[src/rtl/sprite_mover.sv]
// Sprite position/heading controller for a maze game: draws a square sprite box,
// senses maze walls on four probe strips around it and steps one pixel per movement tick.
module sprite_mover #(
    parameter int CW          = 10,
    parameter int SIZE        = 17,
    parameter int STEP_PERIOD = 10000,
    parameter int X_INI       = 190,
    parameter int Y_INI       = 318,
    parameter int X_MIN       = 8,
    parameter int X_MAX       = 380,
    parameter int Y_MIN       = 8,
    parameter int Y_MAX       = 432,
    parameter int H_OFF       = 274,
    parameter int V_OFF       = 58
) (
    input  logic          clk,
    input  logic          reset,
    input  logic          restart,
    input  logic          enable,
    input  logic [3:0]    dir_req,
    input  logic [CW-1:0] hcount,
    input  logic [CW-1:0] vcount,
    input  logic          frame_start,
    input  logic          wall_px,
    output logic          sprite_fill,
    output logic [CW-1:0] pos_x,
    output logic [CW-1:0] pos_y,
    output logic [3:0]    heading,
    output logic [3:0]    blocked,
    output logic          step_strobe
);

    localparam int H  = (SIZE - 1) / 2;
    localparam int EW = CW + 3;
    localparam int TW = (STEP_PERIOD > 2) ? $clog2(STEP_PERIOD) : 1;

    typedef logic signed [EW-1:0] coord_t;

    localparam coord_t C_H    = coord_t'(H);
    localparam coord_t C_PRB  = coord_t'(H + 2);
    localparam coord_t C_HOFF = coord_t'(H_OFF);
    localparam coord_t C_VOFF = coord_t'(V_OFF);
    localparam coord_t C_ONE  = coord_t'(1);
    localparam coord_t C_XMIN = coord_t'(X_MIN);
    localparam coord_t C_XMAX = coord_t'(X_MAX);
    localparam coord_t C_YMIN = coord_t'(Y_MIN);
    localparam coord_t C_YMAX = coord_t'(Y_MAX);
    localparam logic [TW-1:0] C_CNT_LAST = TW'(STEP_PERIOD - 1);

    // Direction bit positions within {L,U,R,D}
    localparam int B_L = 3;
    localparam int B_U = 2;
    localparam int B_R = 1;
    localparam int B_D = 0;

    logic [CW-1:0] r_pos_x;
    logic [CW-1:0] r_pos_y;
    logic [3:0]    r_heading;
    logic [3:0]    r_pending;
    logic [3:0]    r_blocked;
    logic [3:0]    r_acc;
    logic [TW-1:0] r_cnt;
    logic          r_strobe;

    coord_t        w_cx;
    coord_t        w_cy;
    coord_t        w_hc;
    coord_t        w_vc;
    coord_t        w_nx;
    coord_t        w_ny;
    logic          w_in_h;
    logic          w_in_v;
    logic [3:0]    w_probe;
    logic [3:0]    w_hit;
    logic [3:0]    w_acc_next;
    logic          w_tick;
    logic [TW-1:0] w_cnt_next;
    logic          w_take;
    logic [3:0]    w_head_sel;
    logic          w_stop;
    logic          w_dir_onehot;
    logic [3:0]    w_pending_next;

    // Screen-space geometry, widened and signed so edge arithmetic never wraps
    assign w_cx = $signed({3'b000, r_pos_x}) + C_HOFF;
    assign w_cy = $signed({3'b000, r_pos_y}) + C_VOFF;
    assign w_hc = $signed({3'b000, hcount});
    assign w_vc = $signed({3'b000, vcount});

    assign w_in_h = (w_hc >= w_cx - C_H) && (w_hc <= w_cx + C_H);
    assign w_in_v = (w_vc >= w_cy - C_H) && (w_vc <= w_cy + C_H);

    assign sprite_fill = w_in_h && w_in_v;

    assign w_probe[B_L] = (w_hc == w_cx - C_PRB) && w_in_v;
    assign w_probe[B_R] = (w_hc == w_cx + C_PRB) && w_in_v;
    assign w_probe[B_U] = (w_vc == w_cy - C_PRB) && w_in_h;
    assign w_probe[B_D] = (w_vc == w_cy + C_PRB) && w_in_h;

    assign w_hit = w_probe & {4{wall_px}};

    // A hit on the frame_start cycle belongs to the frame that is just beginning
    for (genvar gi = 0; gi < 4; gi++) begin : g_acc
        assign w_acc_next[gi] = w_hit[gi] | (r_acc[gi] & ~frame_start);
    end

    assign w_tick     = enable && (r_cnt == C_CNT_LAST);
    assign w_cnt_next = !enable ? r_cnt : (w_tick ? '0 : r_cnt + TW'(1));

    assign w_take       = (r_pending != 4'b0000) && ((r_pending & r_blocked) == 4'b0000);
    assign w_head_sel   = w_take ? r_pending : r_heading;
    assign w_stop       = (w_head_sel & r_blocked) != 4'b0000;
    assign w_dir_onehot = $onehot(dir_req);

    always_comb begin
        w_pending_next = r_pending;
        if (w_tick && w_take) begin
            w_pending_next = 4'b0000;
        end
        if (w_dir_onehot) begin
            w_pending_next = dir_req;
        end
    end

    always_comb begin
        w_nx = $signed({3'b000, r_pos_x});
        w_ny = $signed({3'b000, r_pos_y});
        if (w_head_sel[B_L]) w_nx = w_nx - C_ONE;
        if (w_head_sel[B_R]) w_nx = w_nx + C_ONE;
        if (w_head_sel[B_U]) w_ny = w_ny - C_ONE;
        if (w_head_sel[B_D]) w_ny = w_ny + C_ONE;
        if (w_nx < C_XMIN)      w_nx = C_XMIN;
        else if (w_nx > C_XMAX) w_nx = C_XMAX;
        if (w_ny < C_YMIN)      w_ny = C_YMIN;
        else if (w_ny > C_YMAX) w_ny = C_YMAX;
    end

    always_ff @(posedge clk or posedge reset) begin
        if (reset) begin
            r_pos_x   <= CW'(X_INI);
            r_pos_y   <= CW'(Y_INI);
            r_heading <= '0;
            r_pending <= '0;
            r_blocked <= '0;
            r_acc     <= '0;
            r_cnt     <= '0;
            r_strobe  <= 1'b0;
        end else if (restart) begin
            r_pos_x   <= CW'(X_INI);
            r_pos_y   <= CW'(Y_INI);
            r_heading <= '0;
            r_pending <= '0;
            r_blocked <= '0;
            r_acc     <= '0;
            r_cnt     <= '0;
            r_strobe  <= 1'b0;
        end else begin
            r_acc     <= w_acc_next;
            r_pending <= w_pending_next;
            r_cnt     <= w_cnt_next;
            r_strobe  <= w_tick;
            if (frame_start) begin
                r_blocked <= r_acc;
            end
            if (w_tick) begin
                if (w_stop) begin
                    r_heading <= '0;
                end else begin
                    r_heading <= w_head_sel;
                    r_pos_x   <= CW'(w_nx);
                    r_pos_y   <= CW'(w_ny);
                end
            end
        end
    end

    assign pos_x       = r_pos_x;
    assign pos_y       = r_pos_y;
    assign heading     = r_heading;
    assign blocked     = r_blocked;
    assign step_strobe = r_strobe;

endmodule

[config.mk]
export PLATFORM = sky130hd
export DESIGN_NAME = sprite_mover
export DESIGN_NICKNAME = d
export VERILOG_FILES = /design/src/rtl/sprite_mover.sv
export SDC_FILE = /design/constraint.sdc
export NUM_CORES = 1
export LEC_CHECK = 0
export CORE_ASPECT_RATIO = 0.5
export CORE_MARGIN = 1
export CORE_UTILIZATION = 50
export DETAILED_ROUTE_END_ITERATION = 10
export DONT_BUFFER_PORTS = 1
export PLACE_DENSITY_LB_ADDON = 0.25
export SLEW_MARGIN = 20
export SYNTH_ARGS = -nofsm -noshare
export SYNTH_HDL_FRONTEND = slang
export SYNTH_SLANG_ARGS = --single-unit
[constraint.sdc]
create_clock -name clk -period 4.1 [get_ports clk]
set_input_delay 0.41 -clock clk [delete_from_list [all_inputs] [get_ports clk]]
set_output_delay 0.41 -clock clk [all_outputs]
set_load 0.005 [all_outputs]
Yosys cells after proc, flatten, opt, wreduce, memory -nomap -nowiden
Index checks and enable logic that the tools add are counted.

Output and inout port bits: 30. Logic and storage cells: 99. Flip-flop bits (word level): 51. Input port bits: 30.

Multiplexer cells: 28. $lt $le $gt $ge: 8. Reduce and logical (&&, ||, !) cells: 18. Equality and inequality tests: 7. Add/subtract/negate cells: 18. Bitwise operators: 12.

Operators by type and width (count): 10-bit two-way mux (10); 13-bit two-way mux (4); 11-bit by 4-bit adder with 12-bit output, second input constant (4); 11-bit by 4-bit subtractor with 12-bit output, second input constant (4); 14-bit two-way mux (3); 4-bit two-way mux (10); 13-bit by 2-bit adder with 13-bit output, second input constant (2); 13-bit by 10-bit > comparator with 1-bit output, second input constant (2); 13-bit by 5-bit < comparator with 1-bit output, second input constant (2); 10-bit by 12-bit equality test with 1-bit output (2); 11-bit by 12-bit equality test with 1-bit output (2); 11-bit by 12-bit >= comparator with 1-bit output (2); 10-bit by 12-bit less-or-equal comparator with 1-bit output (2); 10-bit by 1-bit subtractor with 11-bit output, second input constant (2); 14-bit by 1-bit adder with 14-bit output, second input constant (1); 14-bit equality test, second input constant (1); 4-bit bitwise AND (3); 10-bit by 6-bit adder with 11-bit output, second input constant (1); 10-bit by 9-bit adder with 11-bit output, second input constant (1); 1-bit logical AND (10); 4-bit nonzero test (2); 2-bit nonzero test (3); 1-bit by 1-bit adder with 2-bit output (2); 1-bit bitwise AND (4); 9 further kinds (12).

Depth between registers and ports, before layout
Word-level depth: 13. Depth in mapped cells: 18. Depth with buffers taken out: 16.

Worst setup path after synthesis
Ideal clock, no wire load.

Path kind: register to register. Start point: register r_pending[3]. End point: register r_pos_y[1] (netlist: pos_y[1]). Setup time: 0.085 ns. Clock period less this slack: 4.030 ns. Required time: 4.015 ns. Cell stages (with the launch flop): 17. Slack: 0.070 ns. Buffers on the path: 1. Arrival time: 3.945 ns. Cells stage by stage: dfrtp_1 > buf_6 > or4_4 > a31oi_1 > nor2_1 > nand2_1 > o21ai_0 > ha_1 > and2_1 > mux2_1 > nand4b_1 > o311ai_1 > a2111oi_4 > a311oi_1 > a211oi_2 > or4b_1 > o221ai_1.

Longest elaborated chain between the ends: 13. Elaborated cells between the ends (all ways): 19. Classes of those cells: 1 x add/sub; 2 x order compare; 1 x eq/ne; 8 x mux; 2 x bitwise; 5 x reduce/logical.

RTL lines: start: declaration (RTL line 59) `logic [3:0] r_pending;`; start signal: assignment (RTL line 159) `r_pending <= w_pending_next;`; 4-bit bitwise AND (RTL line 110) `assign w_take = (r_pending != 4'b0000) && ((r_pending & r_blocked) == 4'b0000);`; 4-bit logical NOT (RTL line 110); 1-bit logical AND (RTL line 110); 4-bit two-way mux (*) (RTL line 111) `assign w_head_sel = w_take ? r_pending : r_heading;`; 13-bit two-way mux (RTL line 130) `if (w_head_sel[B_U]) w_ny = w_ny - C_ONE;`; 13-bit by 2-bit adder with 13-bit output (RTL line 131) `if (w_head_sel[B_D]) w_ny = w_ny + C_ONE;`; 13-bit two-way mux (RTL line 131); 13-bit by 10-bit > comparator with 1-bit output (RTL line 135) `else if (w_ny > C_YMAX) w_ny = C_YMAX;`; 10-bit two-way mux (RTL line 135); 10-bit two-way mux (RTL line 134) `if (w_ny < C_YMIN) w_ny = C_YMIN;`; 10-bit two-way mux (RTL line 166) `if (w_stop) begin`; 10-bit two-way mux (RTL line 165) `if (w_tick) begin`; 10-bit two-way mux (RTL line 148) `end else if (restart) begin`; end signal: assignment (RTL line 141) `r_pos_y <= CW'(Y_INI);`; end signal: assignment (RTL line 150) `r_pos_y <= CW'(Y_INI);`; end signal: assignment (RTL line 171) `r_pos_y <= CW'(w_ny);`; end: declaration (RTL line 57) `logic [CW-1:0] r_pos_y;`.

Mark *: on every way between the ends. The rest lies on a longest branch, timed or not. The select of a mux whose other input is x is not followed. A chain may end at the register's enable or synchronous reset.

Worst setup path after layout
Same ends and word-level chain as after synthesis.

==> results.toml <==
[detailed_routing]
drt_iter0_markers = 509
routed_wirelength_um = 19600
dr.pass1.iters = 4
wire_per_inst_um = 18.4
antenna_left = 0
drc = 0
avgViaCountPerCell = 6.28
vias = 6684

[floorplanning]
die_h_um = 84.9
die_area_um2 = 14200
row_count = 29
dieWidth_um = 168
core_area_um2 = 13000
start_util_pct = 52.7
io_pins = 60

[sta]
worst_slew_pin_slew_ns = 0.854
final-hold-violation-count = 0
slew-limit-headroom_pct = 43.0
timing.final.crit_share_pct = 96.1
drv_slew = 0
rsz0062_at_grt = "yes"
hold_slack_ns = 0.135
setup-tns-final_ns = 0
fin_worst_skew_ns = 0.00799
period_needed_ns = 3.94
max_freq_ghz = 0.254
setup_viol = 0

[logic_synthesis]
yosys-top-cells-area = "dfrtp_1 (14%), ha_1 (10%), xnor2_1 (9.1%), xor2_1 (5.2%), nor2_1 (5.0%)"
synth_compound_area_share_pct = 23.9
synth_top_area_share_pct = 14.2
synthArstFlopShare_pct = 100
yosys_warnings = 0
synth.most_common_cell = "nor2_1"
synthAdderAreaFrac_pct = 10.5
synth-edff-count = 0
synth_top_area_cell = "dfrtp_1"
synth_top_family_by_area = "simple AND/OR/NAND/NOR gates"
synth_ff_type = "dfrtp_1"
synth_seq_area_share_pct = 18.8
syn_inst = 871
avgSynthCellArea_um2 = 7.89
syn_area_um2 = 6870
syn_nets = 958
synthSimpleGateAreaFrac_pct = 25.4
synthXorXnorAreaFrac_pct = 14.5
yosys-top-cells-count = "nor2_1 (91), xnor2_1 (71), nand2_1 (70)"
ys_ff_latch = 51
muxShareOfSynthArea_pct = 2.35
synth.distinct_cells = 97

[grt]
overflow = 0
grt_first_pass_wirelength_um = 32000
grt_pass1_vias = 6160
grt_usage_pct = 27.7
grt_max_degree = 52
antenna_found_initial = 0

[clock_network]
cts_hold_buf = 0
clockRootBuffer = "clkbuf_16"
cts_tree = "done"
clk_latency_ns = 0.31
cts_buffer_depth = 2
cts_buffers = 5
htree_levels = 2
clk_pin_slew_ns = 0.07
cts.sinks = 51

[worst_setup_path]
worstPathRequired_ns = 4.32
startpoint_type = "flip-flop"
max_stage_delay_ns = 0.56
crit_fanout = 6
critPathCaptureType = "flip-flop"
path_class = "flip-flop to flip-flop"
crit_path_top_delay_cell = "or4b_1"
arrival_ns = 4.16
crit_chain = "or4_4 -> a31oi_4 -> nor2_2 -> nand2_1 -> o21ai_2 -> ha_1 -> and2_1 -> mux2i_4 -> nand3_1 -> o41ai_2 -> buf_4 -> a2111oi_4 -> and4_1 -> and3_1 -> or4b_1 -> o221ai_1"
cp_num_buf_inv = 1
cp_top_family = "simple AND/OR/NAND/NOR gates"

[hold_path]
min_path_type = "primary input to async pin"

[power]
p_sw_mw = 0.357
power_leakage_nw = 3.10
p_clk_share_pct = 37.7
p_per_area_nw_per_um2 = 157
combinationalPowerShare_pct = 19.3
swShare_pct = 30.0
vdd_drop_max_uv = 158
seqPwrFrac_pct = 43.0
p_int_mw = 0.834

[cells_and_area]
drive_gt1_share_pct = 14.4
fillers = 1160
nNetsFinal = 981
diodes = 0
area_growth_pct = 10.6

[placement]
port_buffers = 0
routabilityCongestion = 0.958
dp_hpwl_um = 15200

[job]
max_cap_violations = 0

[run_status]
run_status = "finished, final reports clean"
-- cell families after synthesis --
family / after synthesis
AOI/OAI and AO/OA: 223
xor gates and xnor gates: 113
adders and majority gates: 57
buffers and inverters: 75
DFF: 51
muxes: 15
and+or+nand+nor: 337
-- cell usage in the layout (no fill, tap or decap), types with 30 or more instances in the layout --
cell     instances
ha_1            55
a21oi_1         54
nand3_1         34
inv_1           36
buf_4           49
o21ai_0         34
xnor2_1         66
nor2_1          90
nand2_1         70
xor2_1          40
nor3_1          30
dfrtp_1         39
-- timing repair --
action | 4_1_cts | 5_1_grt
gates cloned | 0 | 0
endpoints found under the setup margin | 4 | 10
pin swaps | 0 | 7
setup buffers | 0 | 5
gates resized for setup | 6 | 24
-- power by group through the flow --
stage          sequential (mW)  clock (mW)  combinational, mW
6_report                 0.512       0.450              0.230
5_1_grt                  0.513       0.481              0.255
4_1_cts                  0.512       0.456              0.222
3_5_place_dp             0.521           0              0.221
3_3_place_gp             0.521           0              0.218
2_1_floorplan            0.522           0              0.180
-- worst paths after layout --
path,start,endpoint,slack [ns],cells past startpoint
max,r_pending[3],pos_y[1],0.16,16
min,reset,step_strobe,0.13,1
max reg2reg,r_pending[3],pos_y[1],0.16,16
min reg2reg,r_cnt[13],r_cnt[13],0.49,1
max in group asynchronous,reset,pos_y[6],3.46,1
min in group clk,restart,r_cnt[1],0.16,1
-- sequential cells by signal, summed over array words and instances (netlist names) --
register and cells:
r_cnt 14, pos_x 10, pos_y 10, blocked 4
heading 4, r_acc 4, r_pending 4, step_strobe 1
-- area by class of cell --
class | count | area [um^2] | share of cell area, %
Clock buffer | 5 | 125 | 1.65
Clock inverter | 3 | 27.5 | 0.362
Inverter | 39 | 148 | 1.94
Multi-Input combinational cell | 745 | 5410 | 71.2
Sequential cell | 51 | 1290 | 17.0
Tap cell | 170 | 213 | 2.80
Timing Repair Buffer | 52 | 383 | 5.04
-- metrics by stage --
stage / worst slack (ns) / utilization [%] / area, um^2 / std cells / power (mW)
2_1_floorplan: 0.0705 / - / 6870 / 871 / 0.702
3_3_place_gp: 0.0383 / 55.8 / 7270 / 1052 / 0.739
3_5_place_dp: -0.121 / 55.8 / 7270 / 1052 / 0.743
4_1_cts: 0.00611 / 57.2 / 7440 / 1060 / 1.19
5_1_grt: -0.0376 / 58.3 / 7600 / 1065 / 1.25
6_report: 0.162 / 58.3 / 7600 / 1065 / 1.19
-- per-layer routing --
layer	GRT usage [%]	vias to the layer above	share of wire, %
li1	-	3234	-
met1	40.6	3186	49
met2	42.8	245	43
met3	5.55	19	7.4
met4	4.09	0	0.81
met5	0	-	0
Power figures use the tool's default switching activity.
